==> src/rtl/hazard_ctrl_pkg.sv <==
// Shared types for the pipeline hazard/sequencing controller.
// State encodings, register-zero constant and the control bundle.
package hazard_ctrl_pkg;

  typedef enum logic [1:0] {
    ST_RUN      = 2'd0,
    ST_MEM_WAIT = 2'd1,
    ST_DRAIN    = 2'd2,
    ST_HALTED   = 2'd3
  } state_t;

  localparam logic [3:0] REG_ZERO = 4'h0;

  typedef struct packed {
    logic pc_write;
    logic if_id_write;
    logic if_id_flush;
    logic id_ex_flush;
    logic pipe_freeze;
  } ctrl_t;

  localparam ctrl_t CTRL_PASS   = '{1'b1, 1'b1, 1'b0, 1'b0, 1'b0};
  localparam ctrl_t CTRL_FREEZE = '{1'b0, 1'b0, 1'b0, 1'b0, 1'b1};
  localparam ctrl_t CTRL_FLUSH  = '{1'b1, 1'b1, 1'b1, 1'b1, 1'b0};
  localparam ctrl_t CTRL_BUBBLE = '{1'b0, 1'b0, 1'b0, 1'b1, 1'b0};
  localparam ctrl_t CTRL_HOLD   = '{1'b0, 1'b0, 1'b0, 1'b0, 1'b0};

endpackage

==> src/rtl/hazard_ctrl_sat_counter.sv <==
// Saturating up-counter with synchronous active-low reset.
// Sticks at all-ones instead of wrapping.
module sat_counter #(
  parameter int W = 16
) (
  input  logic         clk,
  input  logic         rst_n,
  input  logic         inc,
  output logic [W-1:0] cnt
);

  always_ff @(posedge clk) begin
    if (!rst_n)
      cnt <= '0;
    else if (inc && (cnt != {W{1'b1}}))
      cnt <= cnt + W'(1);
  end

endmodule

==> src/rtl/hazard_ctrl.sv <==
// Pipeline hazard controller: load-use bubbles, branch flush,
// D-mem freeze with watchdog, and HLT drain-then-halt.
module hazard_ctrl
  import hazard_ctrl_pkg::*;
#(
  parameter int DRAIN_CYCLES = 3,
  parameter int MEM_TIMEOUT  = 255,
  parameter int CNT_W        = 16
) (
  input  logic             clk,
  input  logic             rst_n,
  input  logic             ID_EX_MemRead,
  input  logic [3:0]       ID_EX_RegisterRd,
  input  logic [3:0]       IF_ID_RegisterRs,
  input  logic [3:0]       IF_ID_RegisterRt,
  input  logic             IF_ID_UsesRt,
  input  logic             IF_ID_Halt,
  input  logic             branch_taken,
  input  logic             dmem_busy,
  output logic             PC_Write,
  output logic             IF_ID_Write,
  output logic             IF_ID_Flush,
  output logic             ID_EX_Flush,
  output logic             pipe_freeze,
  output logic             halted,
  output logic             mem_timeout,
  output logic [CNT_W-1:0] stall_cycles,
  output logic [CNT_W-1:0] flush_count
);

  localparam logic [7:0] TIMEOUT    = 8'(MEM_TIMEOUT);
  localparam logic [1:0] DRAIN_INIT = 2'(DRAIN_CYCLES - 1);

  state_t     state, state_n;
  logic [7:0] wait_cnt, wait_n;
  logic [1:0] drain_cnt, drain_n;
  logic       timeout_n;
  logic       load_use;
  logic       run_like;
  ctrl_t      ctrl;

  assign load_use = ID_EX_MemRead
    && (ID_EX_RegisterRd != REG_ZERO)
    && ((IF_ID_RegisterRs == ID_EX_RegisterRd)
     || (IF_ID_UsesRt
      && (IF_ID_RegisterRt == ID_EX_RegisterRd)));

  // A MEM_WAIT cycle with busy released behaves exactly like RUN
  assign run_like = (state == ST_RUN)
    || ((state == ST_MEM_WAIT) && !dmem_busy);

  always_ff @(posedge clk) begin
    if (!rst_n) begin
      state       <= ST_RUN;
      wait_cnt    <= '0;
      drain_cnt   <= '0;
      mem_timeout <= 1'b0;
    end else begin
      state       <= state_n;
      wait_cnt    <= wait_n;
      drain_cnt   <= drain_n;
      mem_timeout <= timeout_n;
    end
  end

  always_comb begin
    state_n   = state;
    wait_n    = wait_cnt;
    drain_n   = drain_cnt;
    timeout_n = mem_timeout;
    if (run_like) begin
      state_n = ST_RUN;
      if (dmem_busy) begin
        state_n = ST_MEM_WAIT;
        wait_n  = 8'd1;
      end else if (!branch_taken && !load_use
                   && IF_ID_Halt) begin
        state_n = ST_DRAIN;
        drain_n = DRAIN_INIT;
      end
    end else begin
      unique case (state)
        ST_MEM_WAIT: begin
          if (wait_cnt == TIMEOUT) begin
            timeout_n = 1'b1;
            state_n   = ST_HALTED;
          end else begin
            wait_n = wait_cnt + 8'd1;
          end
        end
        ST_DRAIN: begin
          if (dmem_busy)
            drain_n = drain_cnt;
          else if (branch_taken)
            state_n = ST_RUN;
          else if (drain_cnt == 2'd0)
            state_n = ST_HALTED;
          else
            drain_n = drain_cnt - 2'd1;
        end
        default: state_n = state;
      endcase
    end
  end

  always_comb begin
    ctrl = CTRL_FREEZE;
    if (!rst_n) begin
      ctrl = CTRL_FREEZE;
    end else if (run_like) begin
      if (dmem_busy)         ctrl = CTRL_FREEZE;
      else if (branch_taken) ctrl = CTRL_FLUSH;
      else if (load_use)     ctrl = CTRL_BUBBLE;
      else if (IF_ID_Halt)   ctrl = CTRL_HOLD;
      else                   ctrl = CTRL_PASS;
    end else begin
      unique case (state)
        ST_DRAIN: begin
          if (dmem_busy)         ctrl = CTRL_FREEZE;
          else if (branch_taken) ctrl = CTRL_FLUSH;
          else                   ctrl = CTRL_BUBBLE;
        end
        default: ctrl = CTRL_FREEZE;
      endcase
    end
  end

  assign PC_Write    = ctrl.pc_write;
  assign IF_ID_Write = ctrl.if_id_write;
  assign IF_ID_Flush = ctrl.if_id_flush;
  assign ID_EX_Flush = ctrl.id_ex_flush;
  assign pipe_freeze = ctrl.pipe_freeze;
  assign halted      = (state == ST_HALTED);

  logic stall_inc, flush_inc;

  assign stall_inc = rst_n && !PC_Write
    && (state != ST_HALTED);
  assign flush_inc = rst_n && IF_ID_Flush;

  sat_counter #(.W(CNT_W)) u_stall_cnt (
    .clk   (clk),
    .rst_n (rst_n),
    .inc   (stall_inc),
    .cnt   (stall_cycles)
  );

  sat_counter #(.W(CNT_W)) u_flush_cnt (
    .clk   (clk),
    .rst_n (rst_n),
    .inc   (flush_inc),
    .cnt   (flush_count)
  );

endmodule

==> config.mk <==
export PLATFORM = sky130hd
export DESIGN_NAME = hazard_ctrl
export DESIGN_NICKNAME = d
export VERILOG_FILES = /design/src/rtl/hazard_ctrl_pkg.sv /design/src/rtl/hazard_ctrl_sat_counter.sv /design/src/rtl/hazard_ctrl.sv
export SDC_FILE = /design/constraint.sdc
export NUM_CORES = 1
export LEC_CHECK = 0
export ABC_AREA = 1
export BUFFER_PORTS_ARGS = -buffer_cell sky130_fd_sc_hd__buf_2
export CAP_MARGIN = 0
export CORE_MARGIN = 5
export CORE_UTILIZATION = 55
export DETAILED_ROUTE_END_ITERATION = 12
export GPL_ROUTABILITY_DRIVEN = 0
export GPL_TIMING_DRIVEN = 0
export PLACE_DENSITY = 0.8
export SKIP_LAST_GASP = 1
export SYNTH_ARGS = -nofsm -noshare
export SYNTH_HDL_FRONTEND = slang
export SYNTH_HIERARCHICAL = 1
export SYNTH_SLANG_ARGS = --single-unit
==> constraint.sdc <==
create_clock -name clk -period 3.2 [get_ports clk]
set_input_delay 0.32 -clock clk [delete_from_list [all_inputs] [get_ports clk]]
set_output_delay 0.32 -clock clk [all_outputs]
set_load 0.02 [all_outputs]
==> impl_results.md <==
- Global-route wire length before repair: 11400 µm
- Die ar.: 6930 µm²
- Longest Clk Path Bufs: 2
- Clock Skews: 0.0112 ns
- Grt ovf: 0
- Initial Utilization: 57.0%
- DP Area: 3320 µm²
- Peak Freq: 0.464 GHz
- Seq/Total Area, Yosys: 30.5%
- Horiz. Die Dim: 83.2 µm
- Hold Fails Final Rpt: 0
- Htree depth: 2
- Mean Syn Cell Area: 6.53 µm²
- CP Launch Type: register
- Pin count of the biggest net entering global routing: 14
- Worst-Margin Slew: 0.368 ns
- Max-Cap Viols: 0
- Hold-fix buffers, CTS: 0
- Unrepaired setup endpoints after global routing: false
- Tmin final: 2.15 ns
- Critical path's largest stage delay: 0.33 ns
- Fin Setup TNS: 0 ns
- Period utilization: 67.3%
- Rel. slew slack: 75.2%
- Post-synthesis cell area: 2950 µm²
- Final nets: 539
- GRT Overall Usage: 18.9%
- Hold crit path type: in2reg
- Clock Latency Late Sink: 0.30 ns
- Cell Pwr Density: 319 nW/µm²
- Area Growth Syn to Fin: 15.4%
- Clk pin slew, worst setup/hold paths: 0.08 ns
- Diodes inserted: 0
- VDD IR max: 201 µV
- Final Max Slew Viols: 0
- Detail Placement HPWL: 5010 µm
- Initial DRT Pass Iterations: 4
- Required @ worst endpoint: 2.88 ns
- Post-CTS Resized: 0
- Crit Path Max Fanout: 4
- Status: complete, no violations
- Num rows: 26
- CTS buffer count: 5
- LEAKAGE: 1.66 nW
- Initial drt markers: 129
- Cell accounting for the most synthesized area: dfxtp_1
- # DRC: 0
- Root buffer cell: clkbuf_8
- Mapped Cells: 452
- Yosys top cell area share: 30.5%
- Final setup fails: 0
- Syn_nets: 475
- Final WL: 6360 µm
- Die Span Y: 83.2 µm
- Synth area leaders: dfxtp_1, nand2_1, nor2_1, inv_1, nand3_1
- Drt wl/cell: 10.8 µm
- Highest-delay cell along the critical path: dfxtp_1
- Crit Path Class: reg2out
- Via count: 2921
- Antenna violations before repair: 0
- Yosys Warn Count: 6
- Total setup buffers inserted after CTS: 0
- Vias in the first global route: 2667
- Core Area: 5170 µm²
- Synth unique cells: 32
- IO Pins: 58
- CTS tree: yes
- Final instance area: 3410 µm²
- DRT antenna net count: 0
- IO Port Bufs: 57
- Layout cells sized above 1: 24.6%
- FF+latch count, synth: 45
- Cell Chain, Critical Path: nand2_2 -> inv_2 -> nor2_2 -> nor2_4 -> nor4_2 -> nand2_1 -> nor2_1 -> buf_4 -> buf_2
- Clock sinks: 45
- Drt via density: 4.98
- Crit end category: primary output
- Worst Path Arrival: 1.83 ns
## worst paths after layout
| check | startpoint | cells after the start | end | slack (ns) |
|---|---|---|---|---|
| worst min-delay path | rst_n | 2 | mem_timeout | 0.35 |
| worst max register to register | state[0] | 13 | u_stall_cnt/cnt[10] | 1.20 |
| worst max-delay path | state[0] | 9 | PC_Write | 1.05 |
| worst min register to register | wait_cnt[4] | 2 | wait_cnt[4] | 0.46 |
## critical path, delay by kind of cell, from the launching register on
kind / cells / cell delay (ns)
flip-flops: 1 / 0.33
buffers and inverters: 3 / 0.34
AND/OR/NAND/NOR: 6 / 0.88
## cell type report
cell class | count | area (µm²)
Fill cell | 477 | 1770
Multi-Input combinational cell | 349 | 1770
Sequential cell | 45 | 901
Timing Repair Buffer | 57 | 285
Inverter | 51 | 194
Buffer | 7 | 90.1
Tap cell | 70 | 87.6
Clock buffer | 6 | 72.6
Clock inverter | 2 | 10.0
## per-layer routing
layer  wire length [µm]  GRT usage [%]
met1               2930           23.8
met2               3020           32.4
met3                340           3.96
met4                 70           5.20
met5                  0              0
## through the flow
step                setup WS [ns]  utilization [%]  hold slack, ns  instances  total power, W
finish                       1.05             65.8           0.350        587         0.00109
global route                0.921             65.8           0.352        587         0.00115
CTS                          1.05             65.8           0.337        587         0.00110
detailed placement           1.04             64.2           0.453        579        0.000758
global placement             1.08             64.2           0.441        579        0.000753
floorplan                    1.23                -           0.431        452        0.000711
## flip-flops by register name, indices dropped and copies added, names as in the netlist
signal,count
wait_cnt,8
mem_timeout,1
u_flush_cnt/cnt,16
u_stall_cnt/cnt,16
state,2
drain_cnt,2
## cells by family after synthesis
| logic type | count (synthesis) | share of synthesized area [%] |
|---|---|---|
| xor gates and xnor gates | 3 | 0.891 |
| adders and majority gates | 4 | 1.70 |
| and+or+nand+nor | 306 | 50.4 |
| buffers and inverters | 58 | 9.63 |
| DFF | 45 | 30.5 |
| AOI/OAI and AO/OA | 36 | 6.87 |
## cells in the mapped netlist, drive strengths merged
| cell | count |
|---|---|
| nor2 | 114 |
| o21bai | 1 |
| nor3 | 5 |
| dfxtp | 45 |
| or2 | 2 |
| nand3 | 32 |
| a21oi | 22 |
| buf | 5 |
| nand2 | 141 |
| ha | 4 |
| xor2 | 3 |
| nand4 | 11 |
| o21a | 2 |
| a32oi | 1 |
| o21ai | 9 |
| a211oi | 1 |
| clkbuf | 2 |
| nor4 | 1 |
| inv | 51 |
## power breakdown
part	switching, W	internal, W
clock	0.000191	0.000152
combinational	0.000101	0.0000626
sequential	0.0000113	0.000570
total	0.000303	0.000785
## layout by cell type (no fill, tap or decap), types with 2 or more instances in the layout
master,count
nand2_1,125
nand4_1,9
or2_0,2
nand3_1,31
xor2_1,3
nor2_2,16
nor2_8,2
ha_1,4
inv_2,2
dfxtp_1,45
nor2_1,84
buf_2,57
o21ai_1,3
buf_4,3
nor2_4,12
nand4_2,2
buf_12,2
o21ai_0,6
o21a_1,2
clkbuf_8,7
clkinv_2,2
nand2_4,5
inv_1,48
nand2_2,11
nor3_1,4
a21oi_1,21
Note: power is estimated with default switching activity, not from simulation.
